[config.mk]
export PLATFORM = sky130hd
export DESIGN_NAME = melody_sequencer
export DESIGN_NICKNAME = d
export VERILOG_FILES = /design/src/rtl/melody_sequencer.sv
export SDC_FILE = /design/constraint.sdc
export NUM_CORES = 1
export LEC_CHECK = 0
export BUFFER_PORTS_ARGS = -buffer_cell sky130_fd_sc_hd__buf_2
export CORE_UTILIZATION = 30
export DETAILED_ROUTE_END_ITERATION = 10
export PLACE_DENSITY = 0.58
export SYNTH_ARGS = -nofsm -noshare
export SYNTH_HDL_FRONTEND = slang
export SYNTH_SLANG_ARGS = --single-unit
[constraint.sdc]
create_clock -name clk -period 4.6 [get_ports clk]
set_clock_uncertainty 0.1 [all_clocks]
set_input_delay 0.69 -clock clk [delete_from_list [all_inputs] [get_ports clk]]
set_output_delay 0.69 -clock clk [all_outputs]
set_load 0.05 [all_outputs]
[src/rtl/melody_sequencer.sv]
// melody_sequencer
//   Plays the fixed beep melody by stepping through a 21-entry note/duration
//   ROM. Each step is one LOAD cycle followed by dur*TICK_DIV PLAY cycles.
// Ports
//   clk, rst_n  : clock, asynchronous active-low reset
//   start       : begin playback at step 0 (IDLE only)
//   stop        : abort playback from any busy state, no done pulse
//   loop_en     : sampled at the end of the last step; 1 restarts at step 0
//   step_idx    : current ROM step (tone-mux select)
//   note_sel    : tone code of the current step, 13 = silence
//   tone_en     : high while playing a non-silent note
//   busy        : high in LOAD/PLAY/FINISH
//   done        : one-cycle pulse on normal completion
module melody_sequencer #(
  parameter int TICK_DIV  = 5_000_000,
  parameter int NUM_STEPS = 21
) (
  input  logic       clk,
  input  logic       rst_n,
  input  logic       start,
  input  logic       stop,
  input  logic       loop_en,
  output logic [7:0] step_idx,
  output logic [3:0] note_sel,
  output logic       tone_en,
  output logic       busy,
  output logic       done
);

  localparam int              CW        = $clog2(TICK_DIV);
  localparam logic [CW-1:0]   TICK_LAST = CW'(TICK_DIV - 1);
  localparam logic [7:0]      LAST_STEP = 8'(NUM_STEPS - 1);
  localparam logic [3:0]      SILENCE   = 4'd13;

  typedef enum logic [1:0] {IDLE, LOAD, PLAY, FINISH} state_t;

  state_t        state_q, state_d;
  logic [CW-1:0] cnt_q, cnt_d;
  logic [2:0]    dur_q, dur_d;
  logic [7:0]    step_q, step_d;
  logic [3:0]    note_q, note_d;
  logic          tone_q, tone_d;
  logic          busy_q, busy_d;
  logic          done_q, done_d;
  logic          tick;
  logic [3:0]    rom_n;

  // Entries past the melody (NUM_STEPS > 21) play as 1-unit silence.
  function automatic logic [3:0] rom_note(input logic [7:0] i);
    case (i)
      8'd1, 8'd2, 8'd3, 8'd6, 8'd7, 8'd8:         rom_note = 4'd4;
      8'd11, 8'd12, 8'd17, 8'd18, 8'd19, 8'd20:   rom_note = 4'd6;
      8'd13:                                      rom_note = 4'd5;
      8'd14:                                      rom_note = 4'd3;
      8'd15:                                      rom_note = 4'd12;
      8'd16:                                      rom_note = 4'd2;
      default:                                    rom_note = SILENCE;
    endcase
  endfunction

  function automatic logic [2:0] rom_dur(input logic [7:0] i);
    rom_dur = (i == 8'd20) ? 3'd4 : 3'd1;
  endfunction

  assign rom_n = rom_note(step_q);
  assign tick  = (state_q == PLAY) && (cnt_q == TICK_LAST);

  always_comb begin
    state_d = state_q;
    cnt_d   = '0;
    dur_d   = dur_q;
    step_d  = step_q;
    note_d  = note_q;
    tone_d  = tone_q;
    busy_d  = busy_q;
    done_d  = 1'b0;
    case (state_q)
      IDLE: begin
        if (start && !stop) begin
          state_d = LOAD;
          step_d  = 8'd0;
          busy_d  = 1'b1;
        end
      end
      LOAD: begin
        note_d  = rom_n;
        dur_d   = rom_dur(step_q);
        tone_d  = (rom_n != SILENCE);
        state_d = PLAY;
      end
      PLAY: begin
        cnt_d = tick ? '0 : cnt_q + CW'(1);
        if (tick) begin
          if (dur_q == 3'd1) begin
            tone_d = 1'b0;
            if (step_q < LAST_STEP) begin
              step_d  = step_q + 8'd1;
              state_d = LOAD;
            end else if (loop_en) begin
              step_d  = 8'd0;
              state_d = LOAD;
            end else begin
              note_d  = SILENCE;
              done_d  = 1'b1;
              state_d = FINISH;
            end
          end else begin
            dur_d = dur_q - 3'd1;
          end
        end
      end
      FINISH: begin
        state_d = IDLE;
        step_d  = 8'd0;
        note_d  = SILENCE;
        tone_d  = 1'b0;
        busy_d  = 1'b0;
      end
      default: state_d = IDLE;
    endcase
    // Abort wins over tick, loop and advance; no done pulse.
    if (stop && state_q != IDLE) begin
      state_d = IDLE;
      cnt_d   = '0;
      dur_d   = 3'd0;
      step_d  = 8'd0;
      note_d  = SILENCE;
      tone_d  = 1'b0;
      busy_d  = 1'b0;
      done_d  = 1'b0;
    end
  end

  always_ff @(posedge clk or negedge rst_n) begin
    if (!rst_n) begin
      state_q <= IDLE;
      cnt_q   <= '0;
      dur_q   <= 3'd0;
      step_q  <= 8'd0;
      note_q  <= SILENCE;
      tone_q  <= 1'b0;
      busy_q  <= 1'b0;
      done_q  <= 1'b0;
    end else begin
      state_q <= state_d;
      cnt_q   <= cnt_d;
      dur_q   <= dur_d;
      step_q  <= step_d;
      note_q  <= note_d;
      tone_q  <= tone_d;
      busy_q  <= busy_d;
      done_q  <= done_d;
    end
  end

  assign step_idx = step_q;
  assign note_sel = note_q;
  assign tone_en  = tone_q;
  assign busy     = busy_q;
  assign done     = done_q;

endmodule

==> out/results.ini <==
[power_and_ir_drop]
p_sw_mw=0.404
netSwitchingFraction_pct=37.1
share_comb_of_total_power_pct=35.5
internal_power_mw=0.686
p_seq_share_pct=40.1
irDropWorstVdd_v=0.000111
power.share.clock_pct=24.3
power_leakage_nw=1.25
total_power_mw=1.09
p_per_area_nw_per_um2=389

[critical_path]
crit_type=flip-flop to flip-flop
cp_max_fo=9
required_ns=4.72
path_cells=inv_1 -> ha_1 -> inv_1 -> nor2_1 -> nor2_1 -> a31oi_4 -> mux2_4
cp.arrival_ns=2.41
cp_slowest_cell=dfrtp_1
slowest_delay_ns=0.43
critPathLaunchType=flip-flop
critPathCaptureType=flip-flop

[finish]
multi_input_area_sq_um=1340
fin_cells=385
drive_above_1_share_pct=14.1
fill_cells=816
num-nets-final=301
fin_util_pct=35.5
register_area_sq_um=1080
area_growth_syn_to_layout_pct=12.4
n_antenna_cell=0
design_area_sq_um=2800

[placement]
dp_hpwl_mm=3.66
pre_cts_ws_ns=2.36
io_buffers=19
place.gp.congestion=0.786
dp.cells=377
placed_cell_area_sq_um=2700

[floorplan]
pin_count=20
initial_core_util_pct=31.6
fp.dieW_um=93.2
core_area_sq_um=7890
fp-row-count=32
die_area_sq_um=8680
die_h_um=93.2

[clock_tree]
cts.htree.levels=2
cts_tree=done
clk_pin_slew_worst_paths_ns=0.08
cts_buffer_depth=2
clock_sinks=43
worst_skew_pair.late_latency_ns=0.29
cts-root-buf=clkbuf_8
post-cts-setup-buffer-count=0
cts_buffers=5
cts_resized=0
cts_hold_buf=0

[synth]
synth_ff_type=dfrtp_1
yosys_warnings=0
synth_cells=261
synth_edf_count=0
syn-num-nets=280
netlist-cell-type-count=47
synth-seq-cells=43
seq_area_frac_synth_pct=43.3
synth_area_sq_um=2490
synthArstFlopShare_pct=100
avgSynthCellArea_sq_um=9.55

[sta]
finalSetupTns_ns=0
slew_headroom_pct=35.1
setup_viol=0
worst_pin_slew_ns=0.974
grt_setup_unrepaired=false
finalHoldViolCount=0
period_share_pct=49.6
hold_ws_ns=0.380
period_needed_ns=2.28
drv_slew=0
fmax_ghz=0.438
setup_ws_ns=2.32

[hold_path]
hp-class=flip-flop to flip-flop

[route]
dr.pass1.iters=4
drcViolationCount=0
wire_per_inst_um=13.0
vias=1919
drtIter0Drc=57
antenna_left=0
viasPerCell=4.98
drt-total-wl_mm=5.01

[outcome]
status=finished clean

[flow_run]
drv_cap=0

[global_routing]
grt_max_degree=44
grt_pass1_wl_mm=8.58
track_usage_pct=12.4
grt_pass1_vias=1869
grt.overflow.total=0
antenna_found_initial=0

[cells in the mapped netlist (all sizes together), types with 2 or more instances]
library cell | count | share of area [%]
dfrtp | 40 | 40
nor2 | 35 | 5.3
nand2 | 19 | 2.9
inv | 15 | 2.3
xor2 | 15 | 5.3
ha | 14 | 7.0
o21ai | 11 | 2.2
nand3 | 10 | 2.0
nand4 | 9 | 2.3
nor2b | 8 | 2.0
a31oi | 7 | 2.4
nor3 | 7 | 1.9
xnor2 | 6 | 2.1
nand2b | 5 | 1.3
a21oi | 4 | 0.80
and3 | 4 | 1.0
clkbuf | 4 | 0.60
mux2 | 4 | 2.1
nor4 | 4 | 1.0
or3 | 4 | 1.0
and4 | 3 | 1.1
dfstp | 3 | 3.2
mux2i | 3 | 1.2
a211o | 2 | 0.70
a21o | 2 | 0.60
a22oi | 2 | 0.60
buf | 2 | 0.40
nor3b | 2 | 0.60
o2bb2ai | 2 | 0.95
o31ai | 2 | 0.60
or2 | 2 | 0.50
[placed cells by master, fill, tap and decap left out, types with 3 or more instances in the layout]
master / synthesis / final
dfrtp_1: 40 / 40
nor2_1: 35 / 35
nand2_1: 19 / 19
buf_2: 2 / 19
inv_1: 15 / 15
xor2_1: 15 / 15
ha_1: 14 / 14
o21ai_0: 11 / 11
nand3_1: 10 / 10
nand4_1: 9 / 9
nor2b_1: 8 / 8
clkbuf_8: 0 / 7
nor3_1: 6 / 6
xnor2_1: 6 / 6
a31oi_1: 6 / 6
nand2b_1: 5 / 5
and3_1: 4 / 4
nor4_1: 4 / 4
or3_1: 4 / 4
a21oi_1: 4 / 4
and4_1: 3 / 3
mux2i_1: 3 / 3
dfstp_2: 3 / 3
[power groups by stage]
stage	clock network, mW	logic, mW	registers, mW
after detailed placement	0	0.390	0.445
after CTS	0.277	0.393	0.438
after global routing	0.294	0.430	0.444
final	0.265	0.387	0.438
after global placement	0	0.381	0.445
after floorplan	0	0.288	0.453
[critical path: cells and delay by family (launching register included)]
| family | cells | cell delay, ns |
|---|---|---|
| buf+inv | 2 | 0.26 |
| simple gates | 2 | 0.50 |
| mux | 1 | 0.32 |
| compound gates | 1 | 0.24 |
| fa+ha+maj | 1 | 0.35 |
| flops | 1 | 0.43 |
[registers in the layout, indices dropped and copies added, names as in the netlist]
name / flops
busy: 1
cnt_q: 23
done: 1
dur_q: 3
note_sel: 4
state_q: 2
step_idx: 8
tone_en: 1
[path summary, 6_finish.rpt]
path | cells past startpoint | slack (ns) | from | end
hold / removal | 2 | 0.38 | note_sel[2] | note_sel[2]
hold reg to reg | 2 | 0.38 | note_sel[2] | note_sel[2]
setup reg to reg | 7 | 2.32 | state_q[0] | note_sel[3]
min in group asynchronous | 1 | 0.45 | rst_n | note_sel[1]
setup / recovery | 7 | 2.32 | state_q[0] | note_sel[3]
max in group asynchronous | 1 | 3.35 | rst_n | cnt_q[9]
[metal layers]
| metal | vias up | share of wire [%] | track usage [%] | wire [um] |
|---|---|---|---|---|
| li1 | 957 | - | - | - |
| met1 | 924 | 49 | 16.2 | 2440 |
| met2 | 29 | 46 | 19.7 | 2300 |
| met3 | 9 | 3.5 | 2.68 | 176 |
| met4 | 0 | 1.9 | 5.38 | 96 |
| met5 | - | 0 | 0 | 0 |
[cell families (layout without fill, tap and decap cells)]
| group | Yosys count | after routing | synth area share [%] |
|---|---|---|---|
| xor gates and xnor gates | 21 | 21 | 7.38 |
| AOI/OAI and AO/OA | 39 | 39 | 11.1 |
| adders and majority gates | 14 | 14 | 7.02 |
| DFF | 43 | 43 | 43.3 |
| and+or+nand+nor | 116 | 116 | 24.6 |
| muxes | 7 | 7 | 3.31 |
| buffers and inverters | 21 | 43 | 3.26 |
[area by class of cell]
type	count	share of cell area, %
inverters	15	2.01
multi-input cells	197	47.7
flip-flops and latches	43	38.5
well taps	102	4.55
clock buffers	8	3.57
repair buffers	20	3.66
Note: power is estimated with default switching activity, not from simulation.
